File: config.mk
export PLATFORM = sky130hd
export DESIGN_NAME = ahb_dma_periph_slave
export DESIGN_NICKNAME = d
export VERILOG_FILES = /design/src/rtl/ahb_dma_pkg.sv /design/src/rtl/dma_req_handshake.sv /design/src/rtl/ahb_dma_periph_slave.sv
export SDC_FILE = /design/constraint.sdc
export NUM_CORES = 2
export LEC_CHECK = 0
export ABC_AREA = 1
export BUFFER_PORTS_ARGS = -buffer_cell sky130_fd_sc_hd__buf_2
export CAP_MARGIN = 20
export CORE_MARGIN = 4
export CORE_UTILIZATION = 35
export CTS_CLUSTER_SIZE = 24
export DETAILED_ROUTE_END_ITERATION = 8
export PLACE_DENSITY = 0.57
export RECOVER_POWER = 50
export SETUP_SLACK_MARGIN = 0.3
export SLEW_MARGIN = 20
export SYNTH_ARGS = -nofsm -noshare
export SYNTH_HDL_FRONTEND = slang
export SYNTH_HIERARCHICAL = 1
export SYNTH_SLANG_ARGS = --single-unit
File: constraint.sdc
create_clock -name clk -period 2.6 [get_ports clk]
set_input_delay 0 -clock clk [delete_from_list [all_inputs] [get_ports clk]]
set_output_delay 0 -clock clk [all_outputs]
set_load 0.005 [all_outputs]
File: src/rtl/ahb_dma_pkg.sv
// Shared types and constants for the AHB DMA peripheral responder.
package ahb_dma_pkg;

  typedef enum logic [1:0] {
    TR_IDLE   = 2'b00,
    TR_BUSY   = 2'b01,
    TR_NONSEQ = 2'b10,
    TR_SEQ    = 2'b11
  } htrans_e;

  typedef enum logic [2:0] {
    SZ_BYTE = 3'b000,
    SZ_HALF = 3'b001,
    SZ_WORD = 3'b010
  } hsize_e;

  localparam logic [1:0] HRESP_OKAY  = 2'b00;
  localparam logic [1:0] HRESP_ERROR = 2'b01;

  typedef enum logic [2:0] {
    ST_IDLE,
    ST_WAIT,
    ST_DATA,
    ST_ERR1,
    ST_ERR2
  } slv_state_e;

  // Byte offsets of the descriptor words inside the 16-byte window.
  localparam logic [3:0] DESC_SRC  = 4'd0;
  localparam logic [3:0] DESC_DST  = 4'd4;
  localparam logic [3:0] DESC_SIZE = 4'd8;
  localparam logic [3:0] DESC_CTRL = 4'd12;

  // Halfwords must sit on even addresses, words on multiples of four.
  function automatic logic misaligned(input logic [2:0] size, input logic [1:0] lsb);
    return ((size == SZ_HALF) && lsb[0]) || ((size == SZ_WORD) && (lsb != 2'b00));
  endfunction

endpackage

File: src/rtl/dma_req_handshake.sv
// DmacReq/ReqAck flop: start sets, ack clears, start wins when both arrive together.
module dma_req_handshake (
  input  logic clk,
  input  logic rst,
  input  logic req_start,
  input  logic req_ack,
  output logic dma_req
);

  logic dma_req_q, dma_req_d;

  // Next request level; ack only has an effect while a request is up.
  always_comb begin
    dma_req_d = dma_req_q;
    if (req_ack)   dma_req_d = 1'b0;
    if (req_start) dma_req_d = 1'b1;
  end

  // Request register.
  always_ff @(posedge clk) begin
    if (rst) dma_req_q <= 1'b0;
    else     dma_req_q <= dma_req_d;
  end

  assign dma_req = dma_req_q;

endmodule

File: src/rtl/ahb_dma_periph_slave.sv
// AHB-Lite responder modelling a DMA-capable peripheral: byte-lane local memory
// (descriptor window at CFG_BASE is plain memory), programmable wait states and
// the DmacReq/ReqAck request line.
// Build option: define AHB_SLV_ERR_EN to answer out-of-range/misaligned
// transfers with the two-cycle ERROR response instead of a silent OKAY.
module ahb_dma_periph_slave
  import ahb_dma_pkg::*;
#(
  parameter int         MEM_DEPTH   = 256,
  parameter logic [7:0] CFG_BASE    = 8'hA0,
  parameter int         WAIT_STATES = 0
) (
  input  logic        clk,
  input  logic        rst,
  input  logic        HSEL,
  input  logic [31:0] HADDR,
  input  logic [1:0]  HTRANS,
  input  logic        HWRITE,
  input  logic [2:0]  HSIZE,
  input  logic        HREADYIN,
  input  logic [31:0] HWDATA,
  input  logic [3:0]  WSTRB,
  output logic [31:0] HRDATA,
  output logic        HREADYOUT,
  output logic [1:0]  HRESP,
  input  logic        req_start,
  output logic        dma_req,
  input  logic        req_ack,
  output logic        busy
);

  localparam int         AW      = $clog2(MEM_DEPTH);
  localparam int         WORDS   = MEM_DEPTH / 4;
  localparam logic [3:0] WS_INIT = (WAIT_STATES > 0) ? 4'(WAIT_STATES - 1) : 4'd0;

  if (MEM_DEPTH < 16 || (MEM_DEPTH & (MEM_DEPTH - 1)) != 0 || WAIT_STATES < 0 ||
      WAIT_STATES > 15 || CFG_BASE[1:0] != 2'b00 || int'(CFG_BASE) + 16 > MEM_DEPTH)
  begin : g_param_check
    $error("ahb_dma_periph_slave: illegal MEM_DEPTH/CFG_BASE/WAIT_STATES");
  end

  slv_state_e       state_q, state_d;
  logic [3:0]       cnt_q, cnt_d;
  logic [AW-1:2]    addr_q, addr_d;
  logic             write_q, write_d;
  logic             oor_q, oor_d;
  logic [31:0]      hrdata_q, hrdata_d;

  logic             accept, bus_oor, wr_en, rd_read, rd_oor, rd_load;
  logic [AW-1:2]    wr_word, rd_word;
  logic [3:0][7:0]  lane_rd;

  // A new address phase is only taken in states that drive HREADYOUT high.
  assign accept = ((state_q == ST_IDLE) || (state_q == ST_DATA) || (state_q == ST_ERR2)) &&
                  HSEL && HREADYIN && ((HTRANS == TR_NONSEQ) || (HTRANS == TR_SEQ));
  assign bus_oor = (HADDR[31:AW] != '0) || misaligned(HSIZE, HADDR[1:0]);

  // Write commits in the DATA cycle; reset in that cycle drops it.
  assign wr_en   = !rst && (state_q == ST_DATA) && write_q && !oor_q;
  assign wr_word = addr_q;

  // Read data is fetched on the edge that enters DATA: from the latched address
  // when leaving WAIT, otherwise straight from the bus address phase.
  assign rd_word = (state_q == ST_WAIT) ? addr_q  : HADDR[AW-1:2];
  assign rd_read = (state_q == ST_WAIT) ? !write_q : !HWRITE;
  assign rd_oor  = (state_q == ST_WAIT) ? oor_q   : bus_oor;

  // Next-state logic and address-phase capture.
  always_comb begin
    state_d = state_q;
    cnt_d   = cnt_q;
    addr_d  = addr_q;
    write_d = write_q;
    oor_d   = oor_q;
    case (state_q)
      ST_WAIT: begin
        if (cnt_q == 4'd0) state_d = ST_DATA;
        else               cnt_d   = cnt_q - 4'd1;
      end
      ST_ERR1: state_d = ST_ERR2;
      default: begin
        state_d = ST_IDLE;
        if (accept) begin
          addr_d  = HADDR[AW-1:2];
          write_d = HWRITE;
          oor_d   = bus_oor;
          cnt_d   = WS_INIT;
          state_d = (WAIT_STATES > 0) ? ST_WAIT : ST_DATA;
`ifdef AHB_SLV_ERR_EN
          if (bus_oor) state_d = ST_ERR1;
`endif
        end
      end
    endcase
  end

  assign rd_load = (state_d == ST_DATA) && rd_read;

  // Read-data register; a write to the same word in this very cycle is forwarded.
  always_comb begin
    hrdata_d = hrdata_q;
    if (rd_load) begin
      for (int c = 0; c < 4; c++) begin
        if (rd_oor)
          hrdata_d[8*c +: 8] = 8'h00;
        else if (wr_en && WSTRB[c] && (wr_word == rd_word))
          hrdata_d[8*c +: 8] = HWDATA[8*c +: 8];
        else
          hrdata_d[8*c +: 8] = lane_rd[c];
      end
    end
  end

  // State, counter, captured address phase and read data.
  always_ff @(posedge clk) begin
    if (rst) begin
      state_q  <= ST_IDLE;
      cnt_q    <= 4'd0;
      addr_q   <= '0;
      write_q  <= 1'b0;
      oor_q    <= 1'b0;
      hrdata_q <= 32'h0;
    end else begin
      state_q  <= state_d;
      cnt_q    <= cnt_d;
      addr_q   <= addr_d;
      write_q  <= write_d;
      oor_q    <= oor_d;
      hrdata_q <= hrdata_d;
    end
  end

  // One byte-wide memory per lane so WSTRB maps directly onto lane write enables.
  genvar gi;
  for (gi = 0; gi < 4; gi++) begin : g_lane
    logic [7:0] lane_mem [WORDS];

    // Lane write port.
    always_ff @(posedge clk) begin
      if (wr_en && WSTRB[gi]) lane_mem[wr_word] <= HWDATA[8*gi +: 8];
    end

    assign lane_rd[gi] = lane_mem[rd_word];
  end

  dma_req_handshake u_req (
    .clk       (clk),
    .rst       (rst),
    .req_start (req_start),
    .req_ack   (req_ack),
    .dma_req   (dma_req)
  );

  assign HRDATA    = hrdata_q;
  assign HREADYOUT = !((state_q == ST_WAIT) || (state_q == ST_ERR1));
  assign HRESP     = ((state_q == ST_ERR1) || (state_q == ST_ERR2)) ? HRESP_ERROR : HRESP_OKAY;
  assign busy      = (state_q != ST_IDLE);

endmodule

==> metrics.md <==
| Metric | Value |
|---|---|
| CTS Buf Count | `210` |
| Status | `finished, violations left` |
| Synth cell types | `34` |
| CTS tree | `built` |
| Final Critical Period | `2610 ps` |
| Largest buffer count on any clock path | `3` |
| Wirelength, routed | `297 mm` |
| Core footprint | `258,000 um^2` |
| Util after Layout | `43.5%` |
| Max-slew headroom | `-49.2%` |
| PortBufs | `114` |
| GRT Residual Overflow | `0` |
| Reg2reg end | `HRDATA[4]$_SDFFE_PP0P_` |
| Worst slew pin tran | `2240 ps` |
| Die width | `518 um` |
| DRC viols | `0` |
| Setup tns final | `-39.5 ps` |
| Die area | `268,000 um^2` |
| Worst path cell trace | `inv_4 -> buf_12 -> nand3_4 -> nand2_4 -> nand2_4 -> buf_12 -> buf_16 -> buf_16 -> buf_12 -> clkbuf_16 -> nand2_4 -> nand3_2 -> nand3_2 -> nand3_4 -> nand2_1 -> nand2_1 -> nand3_1 -> nand3_1 -> nand2_1 -> a21oi_1` |
| Most frequent cells in the layout | `edfxtp_1, nand2_1, nand3_1, inv_1, buf_4` |
| CP startpoint kind | `flip-flop` |
| Hold Startpoint | `HWRITE` |
| I/O pin count | `117` |
| Worst Path Buf+Inv | `7` |
| Die H | `518 um` |
| Most common cell after layout, fill and taps aside | `edfxtp_1` |
| Drt initial violations | `6,941` |
| Effective utilization at floorplan | `35.3%` |
| Mapped Cells | `8,692` |
| CP Capture Type | `flip-flop` |
| Power Dens Cells | `642 nW/um^2` |
| Hold Crit Depth | `4` |
| Worst vdd ir | `0.000837 V` |
| Area after DPL | `101,000 um^2` |
| Placed Cells | `12,434` |
| Hold Crit Class | `primary input to flip-flop` |
| Reg2Reg Setup Slack | `-10 ps` |
| Routed via count | `65,858` |
| Netlist Area Pre-Place | `90,900 um^2` |
| CTS Sinks | `2,096` |
| Post-Layout Cell Count | `13,023` |
| Share of cells above drive strength 1 | `15.9%` |
| Syn Area/Cell | `10.5 um^2` |
| DP HPWL | `186 mm` |
| CTS clk-pin slew, worst paths | `60 ps` |
| Hold Vio Cnt, Final | `0` |
| Area grow syn2layout | `23.3%` |
| Seq/Total Area, Yosys | `68.7%` |
| Max Freq | `383 MHz` |
| Worst path required time | `3320 ps` |
| Setup Viol. Count Final | `5` |
| Initial antenna violation count | `4` |
| Hold Crit Endpoint | `write_q$_SDFFE_PP0P_` |
| Routed Antenna Nets | `0` |
| Fin crit share | `100%` |
| Cell chosen for the clock root | `clkbuf_16` |
| Worst Hold Slack | `73.2 ps` |
| Syn Nets | `8,773` |
| Final Skew | `33.3 ps` |
| Yosys warnings | `6` |
| Row count | `186` |
| Max-Cap Viols | `24` |
| Largest net degree at the start of global routing | `60` |
| Final Cell Area | `112,000 um^2` |
| LEAKAGE | `0.0459 uW` |
| RSZ-0062 raised after global routing | `true` |
| RePlAce Congestion | `0.883` |
| Post-route worst setup slack | `-11.7 ps` |
| Worst endpoint data arrival time | `3330 ps` |
| Wire length of the first global-routing pass | `428 mm` |
| Total global-route track usage | `21.3%` |
| Flops & latches, synth | `2,096` |
| DRT Pass-1 Iters | `6` |
| CTS H-tree depth | `4` |
| Crit-path slowest cell | `dfxtp_2` |
| Delay of the slowest critical-path stage | `330 ps` |
| Cells on worst reg2reg path | `20` |
| Failing checks | `max-capacitance violations, max-slew violations, negative setup slack` |
| Largest delay share family, worst path | `simple AND/OR/NAND/NOR gates` |
| Final net count | `9,538` |
| Vias in the first global route | `63,039` |
| R2R Path Start | `state_q[1]$_SDFF_PP0_` |
| Routed wire length per instance | `22.8 um` |
| Final Max Slew Viols | `735` |
| Vias per std cell | `5.06` |
| CP max FO | `8` |
| Critical path class | `flip-flop to flip-flop` |
| Skew-Pair Late Insertion Delay | `880 ps` |
## flip-flops by register name (all words and copies together), names as in the netlist
signal,count
g_lane.lane_mem,2048
HRDATA,32
addr_q,6
cnt_q,4
state_q,3
oor_q,1
u_req/dma_req,1
write_q,1
## timing repair
item | 4_1_cts | 5_1_grt
hold buffers | 58 | 0
endpoints found under the hold margin | 3067 | 0
gates resized for setup | 297 | 181
pin swaps | 84 | 51
buffers inserted | 73 | 17
cloned | 34 | 13
setup endpoints to repair | 1629 | 1645
## metal layers
layer | wire, um | up-vias | part of all wire [%] | global-route usage (%)
met5 | 27 | - | 0.0091 | 0
met4 | 16100 | 4 | 5.4 | 10.1
met3 | 24300 | 598 | 8.2 | 3.48
met2 | 137000 | 2824 | 46 | 34.3
met1 | 119000 | 32072 | 40 | 28.2
li1 | - | 30360 | - | -
## logic make-up after synthesis
kind of cell               share of synthesized area, %
buffers and inverters                              8.89
adders and majority gates                        0.0138
AOI/OAI and AO/OA                                  1.69
DFF                                                68.7
xor gates and xnor gates                         0.0289
and+or+nand+nor                                    20.7
other                                           0.00412
## area by class of cell
type	instances	area, um^2
diodes	4	10.0
clock buffers	293	5710
repair buffers	1046	10800
inverters	1572	5920
clock inverters	97	867
fillers	23570	145000
well taps	3384	4230
multi-input cells	4531	22100
flip-flops and latches	2096	62500
## power by group
part / internal, uW / total (uW) / leakage, uW / switching [uW]
clock network: 16400 / 29400 / 0.00321 / 13100
registers: 37100 / 37100 / 0.0188 / 7.34
logic: 1950 / 5540 / 0.0239 / 3600
## per-stage QoR
stage	total power, uW	worst slack, ps
after floorplan	40000	459
after global placement	42400	-246
after detailed placement	42400	-288
after CTS	72300	9.77
after global routing	74200	-110
final	72000	-11.7
## tightest hold or removal path, stage by stage
cell and delay, ps:
dlygate4sd3_1 520, buf_2 100, inv_1 100, o21ai_0 180
## cells in the mapped netlist (all sizes together)
cell / count / area (um^2)
nor3: 20 / 105
a211oi: 1 / 7.51
dfxtp: 48 / 961
nand2: 2059 / 7730
o221ai: 1 / 8.76
ha: 1 / 12.5
clkbuf: 183 / 687
nor2: 270 / 1010
o22ai: 5 / 31.3
o211ai: 158 / 1190
o21ai: 18 / 101
nand4: 3 / 18.8
o21a: 1 / 7.51
clkinv: 6 / 22.5
edfxtp: 2048 / 61500
nor4: 6 / 37.5
conb: 1 / 3.75
buf: 311 / 1500
inv: 1566 / 5880
xor2: 3 / 26.3
nand3b: 62 / 465
nand3: 1881 / 9430
a21oi: 38 / 194
nor3b: 2 / 20.0
## how the worst max path moves through the flow
stage / start / endpoint / slack (ps) / cells past startpoint
2_1_floorplan: state_q[0]$_SDFF_PP0_ / HRDATA[14]$_SDFFE_PP0P_ / 460 / 15
3_3_place_gp: state_q[1]$_SDFF_PP0_ / HRDATA[15]$_SDFFE_PP0P_ / -250 / 15
3_5_place_dp: state_q[2]$_SDFF_PP0_ / HRDATA[13]$_SDFFE_PP0P_ / -290 / 15
4_1_cts: addr_q[2]$_SDFFE_PP0P_ / g_lane[3].lane_mem[21][3]$_DFFE_PP_ / 10 / 7
5_1_grt: state_q[1]$_SDFF_PP0_ / HRDATA[21]$_SDFFE_PP0P_ / -110 / 18
6_report: state_q[1]$_SDFF_PP0_ / HRDATA[4]$_SDFFE_PP0P_ / -10 / 20
(Power assumes the default switching activity.)
